**config.mk**
```make
export PLATFORM = sky130hd
export DESIGN_NAME = clk_1mhz_monitor
export DESIGN_NICKNAME = d
export VERILOG_FILES = /design/src/rtl/clk_1mhz_monitor.sv
export SDC_FILE = /design/constraint.sdc
export NUM_CORES = 1
export LEC_CHECK = 0
export CAP_MARGIN = 20
export CORE_MARGIN = 4
export CORE_UTILIZATION = 45
export CTS_BUF_LIST = sky130_fd_sc_hd__clkbuf_8
export CTS_CLUSTER_SIZE = 10
export DETAILED_ROUTE_END_ITERATION = 16
export GPL_TIMING_DRIVEN = 0
export PLACE_DENSITY = 0.68
export SKIP_LAST_GASP = 1
export SYNTH_ARGS = -nofsm -noshare
export SYNTH_HDL_FRONTEND = slang
export SYNTH_SLANG_ARGS = --single-unit
```
**constraint.sdc**
```tcl
create_clock -name CLK_26MHZ_IN -period 4.43 [get_ports CLK_26MHZ_IN]
set_input_delay 0.6645 -clock CLK_26MHZ_IN [delete_from_list [all_inputs] [get_ports CLK_26MHZ_IN]]
set_output_delay 0.6645 -clock CLK_26MHZ_IN [all_outputs]
set_load 0.01 [all_outputs]
```
**src/rtl/clk_1mhz_monitor.sv**
```systemverilog
// rtl/clk_1mhz_monitor.sv - period/lock/fault monitor for the divided 1 MHz clock
//
// Purpose: samples CLK_1MHZ_IN in the CLK_26MHZ_IN domain, measures each
// period in system cycles, declares LOCKED after LOCK_COUNT consecutive
// in-tolerance periods and enters a sticky FAULT on a bad period or a
// missing edge while locked.
//
// Optional feature macro: CLK_MON_DUTY_EN (adds DUTY_ERR and high-time check).
//
// Ports:
//   CLK_26MHZ_IN  in   1      system clock
//   RESET_N       in   1      asynchronous active-low reset
//   CLK_1MHZ_IN   in   1      clock under test, asynchronous
//   CLEAR         in   1      leave FAULT and re-acquire (ignored elsewhere)
//   PERIOD_OUT    out  CNT_W  last measured period in system cycles
//   PERIOD_VALID  out  1      one-cycle pulse when PERIOD_OUT updates
//   LOCKED        out  1      high in LOCKED state
//   FAULT         out  1      high in FAULT state
//   FAULT_COUNT   out  8      saturating count of LOCKED->FAULT transitions
//   DUTY_ERR      out  1      (CLK_MON_DUTY_EN only) bad high-time pulse

module clk_1mhz_monitor #(
  parameter int NOMINAL    = 26,
  parameter int TOL        = 1,
  parameter int LOCK_COUNT = 4,
  parameter int TIMEOUT    = 64,
  parameter int CNT_W      = 8
) (
  input  logic             CLK_26MHZ_IN,
  input  logic             RESET_N,
  input  logic             CLK_1MHZ_IN,
  input  logic             CLEAR,
  output logic [CNT_W-1:0] PERIOD_OUT,
  output logic             PERIOD_VALID,
  output logic             LOCKED,
  output logic             FAULT,
  output logic [7:0]       FAULT_COUNT
`ifdef CLK_MON_DUTY_EN
  ,
  output logic             DUTY_ERR
`endif
);

  localparam logic [CNT_W-1:0] CNT_MAX   = '1;
  localparam logic [CNT_W-1:0] PER_LO    = CNT_W'(NOMINAL - TOL);
  localparam logic [CNT_W-1:0] PER_HI    = CNT_W'(NOMINAL + TOL);
  localparam logic [CNT_W-1:0] TIMEOUT_C = CNT_W'(TIMEOUT);
  localparam int               GOOD_W    = $clog2(LOCK_COUNT + 1);
  localparam logic [GOOD_W-1:0] GOOD_LAST = GOOD_W'(LOCK_COUNT - 1);

  typedef enum logic [1:0] {
    ST_IDLE   = 2'd0,
    ST_CHECK  = 2'd1,
    ST_LOCKED = 2'd2,
    ST_FAULT  = 2'd3
  } state_t;

  state_t            state_q, state_d;
  logic [GOOD_W-1:0] good_q, good_d;
  logic [7:0]        fcnt_q, fcnt_d;
  logic [CNT_W-1:0]  cnt_q, cnt_d;
  logic [CNT_W-1:0]  period_q;
  logic              pvalid_q;
  logic [2:0]        sync_q;

  logic rise_p;
  logic timeout_p;
  logic period_good;
  logic clear_win;
  logic measure;
  logic duty_bad;

  // [0],[1] form the synchroniser; [2] is the edge-detect history flop.
  always_ff @(posedge CLK_26MHZ_IN or negedge RESET_N) begin
    if (!RESET_N) begin
      sync_q <= '0;
    end else begin
      sync_q <= {sync_q[1:0], CLK_1MHZ_IN};
    end
  end

  assign rise_p = sync_q[1] & ~sync_q[2];

  // cnt holds the number of cycles since the last rise_p (inclusive), so at
  // the next rise_p it equals the period exactly.
  always_comb begin
    cnt_d = cnt_q;
    if (rise_p) begin
      cnt_d = CNT_W'(1);
    end else if (cnt_q != CNT_MAX) begin
      cnt_d = cnt_q + 1'b1;
    end
  end

  assign period_good = (cnt_q >= PER_LO) && (cnt_q <= PER_HI);
  // cnt only passes through TIMEOUT once per gap, so this fires once.
  assign timeout_p   = ~rise_p && (cnt_q == TIMEOUT_C);
  assign clear_win   = CLEAR && (state_q == ST_FAULT);
  // The first edge after IDLE only starts the measurement; CLEAR in FAULT
  // suppresses the edge it coincides with.
  assign measure     = rise_p && (state_q != ST_IDLE) && !clear_win;

`ifdef CLK_MON_DUTY_EN
  localparam logic [CNT_W-1:0] DUTY_LO = CNT_W'(NOMINAL / 2 - TOL - 1);
  localparam logic [CNT_W-1:0] DUTY_HI = CNT_W'(NOMINAL / 2 + TOL + 1);

  logic [CNT_W-1:0] hcnt_q;
  logic             duty_err_q;
  logic             fall_p;

  assign fall_p = ~sync_q[1] & sync_q[2];

  // Same latency on both edges, so hcnt at fall_p is the exact high time.
  always_ff @(posedge CLK_26MHZ_IN or negedge RESET_N) begin
    if (!RESET_N) begin
      hcnt_q     <= '0;
      duty_err_q <= 1'b0;
    end else begin
      if (rise_p) begin
        hcnt_q <= CNT_W'(1);
      end else if (hcnt_q != CNT_MAX) begin
        hcnt_q <= hcnt_q + 1'b1;
      end
      duty_err_q <= fall_p && (state_q != ST_IDLE) &&
                    ((hcnt_q < DUTY_LO) || (hcnt_q > DUTY_HI));
    end
  end

  assign duty_bad = duty_err_q;
  assign DUTY_ERR = duty_err_q;
`else
  assign duty_bad = 1'b0;
`endif

  always_comb begin
    state_d = state_q;
    good_d  = good_q;
    fcnt_d  = fcnt_q;
    unique case (state_q)
      ST_IDLE: begin
        if (rise_p) begin
          state_d = ST_CHECK;
          good_d  = '0;
        end
      end
      ST_CHECK: begin
        if (rise_p) begin
          if (period_good) begin
            if (good_q == GOOD_LAST) begin
              state_d = ST_LOCKED;
              good_d  = '0;
            end else begin
              good_d = good_q + 1'b1;
            end
          end else begin
            good_d = '0;
          end
        end else if (timeout_p) begin
          good_d = '0;
        end
      end
      ST_LOCKED: begin
        if ((rise_p && !period_good) || timeout_p || duty_bad) begin
          state_d = ST_FAULT;
          if (fcnt_q != 8'hFF) begin
            fcnt_d = fcnt_q + 8'd1;
          end
        end
      end
      ST_FAULT: begin
        if (CLEAR) begin
          state_d = ST_IDLE;
        end
      end
      default: state_d = ST_IDLE;
    endcase
  end

  always_ff @(posedge CLK_26MHZ_IN or negedge RESET_N) begin
    if (!RESET_N) begin
      state_q  <= ST_IDLE;
      good_q   <= '0;
      fcnt_q   <= '0;
      cnt_q    <= '0;
      period_q <= '0;
      pvalid_q <= 1'b0;
    end else begin
      state_q  <= state_d;
      good_q   <= good_d;
      fcnt_q   <= fcnt_d;
      cnt_q    <= cnt_d;
      pvalid_q <= measure;
      if (measure) begin
        period_q <= cnt_q;
      end
    end
  end

  assign PERIOD_OUT   = period_q;
  assign PERIOD_VALID = pvalid_q;
  assign LOCKED       = (state_q == ST_LOCKED);
  assign FAULT        = (state_q == ST_FAULT);
  assign FAULT_COUNT  = fcnt_q;

endmodule

```
==> results of run 1 <==
## cell usage after synthesis (2+ instances only)
cell	number
o21ai_0	6
nand2_1	30
xnor2_1	5
a21oi_1	7
dfrtp_1	33
and3_1	6
ha_1	9
nand4_1	4
mux2_1	3
a31oi_1	5
nand3_1	7
nor2_1	12
nor2b_1	4
o22ai_1	2
inv_1	7
a22o_1	2
nand2b_1	3
clkbuf_1	3
## power groups by stage
stage | logic (mW) | registers [mW] | clock network (mW)
5_1_grt | 0.419 | 0.429 | 0.309
4_1_cts | 0.373 | 0.422 | 0.292
2_1_floorplan | 0.212 | 0.433 | 0
6_report | 0.371 | 0.421 | 0.287
3_5_place_dp | 0.370 | 0.427 | 0
3_3_place_gp | 0.360 | 0.422 | 0
## through the flow
stage / power (mW) / util, %
floorplan: 0.645 / -
global placement: 0.782 / 56.0
detailed placement: 0.796 / 55.8
CTS: 1.09 / 59.2
global route: 1.16 / 59.2
finish: 1.08 / 59.2
## cells in the final DEF (no fill, tap or decap), drive strengths merged, types with 6 or more instances in the layout
master         synthesis  routed
clkdlybuf4s50          0      21
o21ai                  6       6
nand3                  7       7
dfrtp                 33      33
a21oi                  7       7
nor2                  12      12
inv                    7       8
and3                   6       6
ha                     9       9
clkbuf                 3       9
nand2                 30      30
## worst max-delay path by stage
| stage | cells after the start | endpoint | startpoint |
|---|---|---|---|
| 2_1_floorplan | 5 | FAULT_COUNT[4] | cnt_q[5] |
| 3_3_place_gp | 1 | sync_q[0] | RESET_N |
| 3_5_place_dp | 5 | FAULT_COUNT[4] | cnt_q[5] |
| 4_1_cts | 3 | LOCKED | state_q[0] |
| 5_1_grt | 3 | LOCKED | state_q[0] |
| 6_report | 3 | LOCKED | state_q[0] |
## layer usage
metal	GRT usage [%]	vias up
met2	26.7	22
met3	5.09	7
met4	6.20	0
met5	0	-
met1	17.8	619
li1	-	626
## cell families after synthesis
family / count (synthesis) / synth area share, %
AOI/OAI and AO/OA: 28 / 12.3
muxes: 4 / 2.76
buffers and inverters: 10 / 2.30
and+or+nand+nor: 73 / 22.0
xor gates and xnor gates: 6 / 3.22
adders and majority gates: 9 / 6.89
DFF: 33 / 50.5
## sequential cells by signal, indices dropped and copies added (netlist names)
signal / cells
PERIOD_VALID: 1
PERIOD_OUT: 8
cnt_q: 8
sync_q: 3
state_q: 2
FAULT_COUNT: 8
good_q: 3
## critical path, stage by stage, from the launching register on
cell,delay (ns)
dfrtp_1,0.40
inv_1,0.11
ha_1,0.30
clkdlybuf4s50_1,0.59
## final cells by class
cell class / instances / share of cell area, %
Buffer: 3 / 0.557
Inverter: 7 / 1.30
Multi-Input combinational cell: 120 / 38.1
Clock buffer: 6 / 4.08
Clock inverter: 2 / 1.67
Tap cell: 46 / 2.84
Sequential cell: 33 / 40.8
Timing Repair Buffer: 22 / 10.6
==> run metrics, run 1 <==
hold path endpoint=sync_q[1]; hold slack=0.357 ns; Top Metal Used=met4; worst path arrival time=1.68 ns; Gate Count Post-Synth=163; power per cell area=534 nW/um^2; placed inst area=1910 um^2; Worst-path clk slew=0.06 ns; CTS tree=done; register area share after synthesis=50.5%; worst hold start=sync_q[0]; Synth area leader=dfrtp_1; Post-DRT Antenna Nets=0; layout cells sized above 1=7.25%; synthesized area per cell=10.0 um^2; first-pass GRT wire length=5.38 mm; Worst slew margin=52.7%; CTS root buf=clkbuf_8; fin area=2020 um^2; largest cells by area after synthesis=dfrtp_1 (51%), ha_1 (6.9%), nand2_1 (6.9%), nor2_1 (2.8%), xnor2_1 (2.7%); switching part of the total=33.2%; VDD IR-drop max=0.000264 V; r2r startpoint=cnt_q[5]; Reg2Reg Setup Slack=2.22 ns; WL met2=1.56 mm; CP max FO=7; R2R depth=5; overall die height=68.3 um; switching power=0.358 mW; Startpoint Class=register; Synth top area share=50.5%; pin count of the biggest net entering global routing=34; RSZ-0062 raised after global routing=no; # IOs=23; final setup violation count=0; Worst-Skew Late Latency=0.28 ns; Routed WL per cell=13.0 um; post-DP HPWL=2.26 mm; Pins Over Slew Limit=0; Distinct cells, synth=33; Hold Buf Count CTS=0; Cell Area, Synth=1630 um^2; Core Box Area=3420 um^2; MaxCap Viol Count=0; Post-synth ARST share=100%; Reg2Reg Capture Point=FAULT_COUNT[4]; grt ovf=0; drt total wl=3.11 mm; final worst slack=2.09 ns; Synthesized Nets=176; Antenna Cells=0; DR vias=1274; row count=21; TNS Setup=0 ns; WP data required=3.77 ns; Hold Vio Cnt, Final=0; CTS H-tree depth=2; # fillers=302; pre-CTS WS=2.25 ns; Vias/cell=5.33; total placed cells including tap cells=231; vias in the first global route=1223; area occupied by multi-input gates=771 um^2; GP Congestion=0.785; initial antenna violation count=0; Final nets=205; Yosys warning count=0; worst clock skew=0.00558 ns; dominant synthesized flop cell=dfrtp_1; CTS sink cnt=33; Hold WC Path Type=reg2reg; clock power share=26.6%; worst hold path stage count=0; P_leak=0.936 nW; Setup Buffers After CTS=0; Yosys reg bits=33; initial DRC count=46; drt pass-1 iters=4; Metal-1 WL=1.36 mm; Gate power share=34.4%; Max Fclk=426 MHz; kind of critical path=reg2out; met3 wire length=139 um; Non-Filler Instances=239; Global Route Usage Sum=15.6%; Initial Util=47.8%; Final Cycle Share=52.9%; Period minus WS final=2.34 ns; worst slew pin tran=0.709 ns; register area=826 um^2; die width=68.3 um; run status=finished clean; Inserted Clock Buffers=5; internal power=0.721 mW; Post-synth EDFFs=0; IO buf count=22; Reg power frac=39.0%; CTS max path bufs=2; area grow syn2layout=23.8%; cts repair resizes=0; CP Capture Type=output port; drt drc=0; Die ar.=4660 um^2
Note: power is estimated with default switching activity, not from simulation.
==> inputs of run 2 (changes only) <==
--- a/config.mk
+++ b/config.mk
@@ -12,7 +12,7 @@
 export CTS_CLUSTER_SIZE = 10
 export DETAILED_ROUTE_END_ITERATION = 16
 export GPL_TIMING_DRIVEN = 0
-export PLACE_DENSITY = 0.68
+export PLACE_DENSITY = 0.7
 export SKIP_LAST_GASP = 1
 export SYNTH_ARGS = -nofsm -noshare
 export SYNTH_HDL_FRONTEND = slang
==> constraint.sdc (replaced) <==
create_clock -name CLK_26MHZ_IN -period 2 [get_ports CLK_26MHZ_IN]
set_input_delay 0.3 -clock CLK_26MHZ_IN [delete_from_list [all_inputs] [get_ports CLK_26MHZ_IN]]
set_output_delay 0.3 -clock CLK_26MHZ_IN [all_outputs]
set_load 0.01 [all_outputs]
==> run metrics, run 2 (synthesized netlist as in run 1, its figures left out) <==
Hold Vio Cnt, Final=0; crit path cell chain=inv_2, ha_4, nor2b_4, nor3_4, a311oi_4, and4_1, mux2_1; die width=68.3 um; final worst slack=0.00539 ns; CP Capture Type=register; CTS H-tree depth=2; GP Congestion=0.764; DR vias=1277; Non-Filler Instances=243; CTS max path bufs=2; CTS root buf=clkbuf_8; Core Box Area=3420 um^2; drt total wl=3.22 mm; CTS tree=done; grt ovf=0; Top delay family on crit path=simple AND/OR/NAND/NOR gates; layout cells sized above 1=12.7%; Power Total=2.27 mW; drt pass-1 iters=6; Worst-path clk slew=0.06 ns; most frequent cells in the layout=dfrtp_1 (32), nand2_1 (30), clkdlybuf4s50_1 (21); Initial Util=47.8%; initial antenna violation count=0; IO buf count=22; worst slew pin tran=0.729 ns; pin count of the biggest net entering global routing=34; MaxCap Viol Count=0; VDD IR-drop max=0.000635 V; Final Util=60.1%; power per cell area=1100 nW/um^2; vias in the first global route=1238; worst clock skew=0.00269 ns; Post-DRT Antenna Nets=0; hold slack=0.0730 ns; critical path's slowest cell=dfrtp_1; pre-CTS WS=-0.192 ns; Global Route Usage Sum=16.1%; leading cell type in the layout, fill and taps excluded=dfrtp_1; total placed cells including tap cells=231; Inserted Clock Buffers=5; initial DRC count=44; P_leak=0.950 nW; area occupied by multi-input gates=802 um^2; final setup violation count=0; Startpoint Class=register; register area=827 um^2; # fillers=294; worst path arrival time=2.16 ns; Final Cycle Share=99.7%; first-pass GRT wire length=5.49 mm; CTS sink cnt=33; Pins Over Slew Limit=0; Vias/cell=5.26; Period minus WS final=1.99 ns; Worst slew margin=51.4%; Final nets=209; row count=21; Antenna Cells=0; # IOs=23; post-DP HPWL=2.33 mm; Worst-Skew Late Latency=0.28 ns; Routed WL per cell=13.3 um; drt drc=0; Max Fclk=501 MHz; Die ar.=4660 um^2; WP buf/inv=1; Hold Buf Count CTS=0; area grow syn2layout=25.7%; run status=finished clean; WP data required=2.16 ns; kind of critical path=reg2reg; RSZ-0062 raised after global routing=yes; CP peak stage delay=0.41 ns; CP max FO=7; Hold WC Path Type=in2async; overall die height=68.3 um
-- run 2: changes by cell type in the layout (fill, tap and decap cells not counted), sizes merged --
cell / change
bufinv: -1
inv: +2
buf: +5
clkbuf: -2
-- run 2: final cells by class --
type / count / area share, %
timing repair buffer: 27 / 12.3
buffer: 2 / 0.426
clock inverter: 3 / 0.548
inverter: 7 / 1.28
sequential: 33 / 40.3
tap: 46 / 2.80
clock buffer: 5 / 3.35
multi-input combinational: 120 / 39.0
-- run 2: power by group --
| part | total (mW) | switching [mW] | internal (mW) | leakage [nW] |
|---|---|---|---|---|
| Clock | 0.450 | 0.219 | 0.231 | 0.0519 |
| Combinational | 0.877 | 0.444 | 0.433 | 0.467 |
| Sequential | 0.942 | 0.135 | 0.807 | 0.432 |
-- run 2: through the flow --
stage               TNS, ns  cell area [um^2]
finish                    0              2050
floorplan                 0              1630
detailed placement   -0.427              1910
CTS                       0              2040
global route         -0.123              2050
global placement     -0.364              1910
-- run 2: layer usage --
metal	global-route usage [%]	up-vias	part of all wire [%]	routed length, um
met1	17.0	611	43	1380
met4	7.94	0	2.1	69
met3	6.24	8	4.6	147
li1	-	630	-	-
met2	27.8	28	50	1620
met5	0	-	0	0
-- run 2: timing repair --
item / 4_1_cts / 5_1_grt
pin swaps: 2 / 1
gates resized for setup: 10 / 1
setup buffers: 4 / 1
setup endpoints to repair: 3 / 4
-- run 2: path summary, 6_finish.rpt --
kind,start,slack (ns),depth (start not counted),to
min,RESET_N,0.07,1,PERIOD_VALID
min reg2reg,sync_q[0],0.36,0,sync_q[1]
max,cnt_q[1],0.005,7,FAULT_COUNT[4]
max reg2reg,cnt_q[1],0.005,7,FAULT_COUNT[4]
min in group CLK_26MHZ_IN,sync_q[0],0.36,0,sync_q[1]
max in group asynchronous,RESET_N,1.41,1,cnt_q[5]
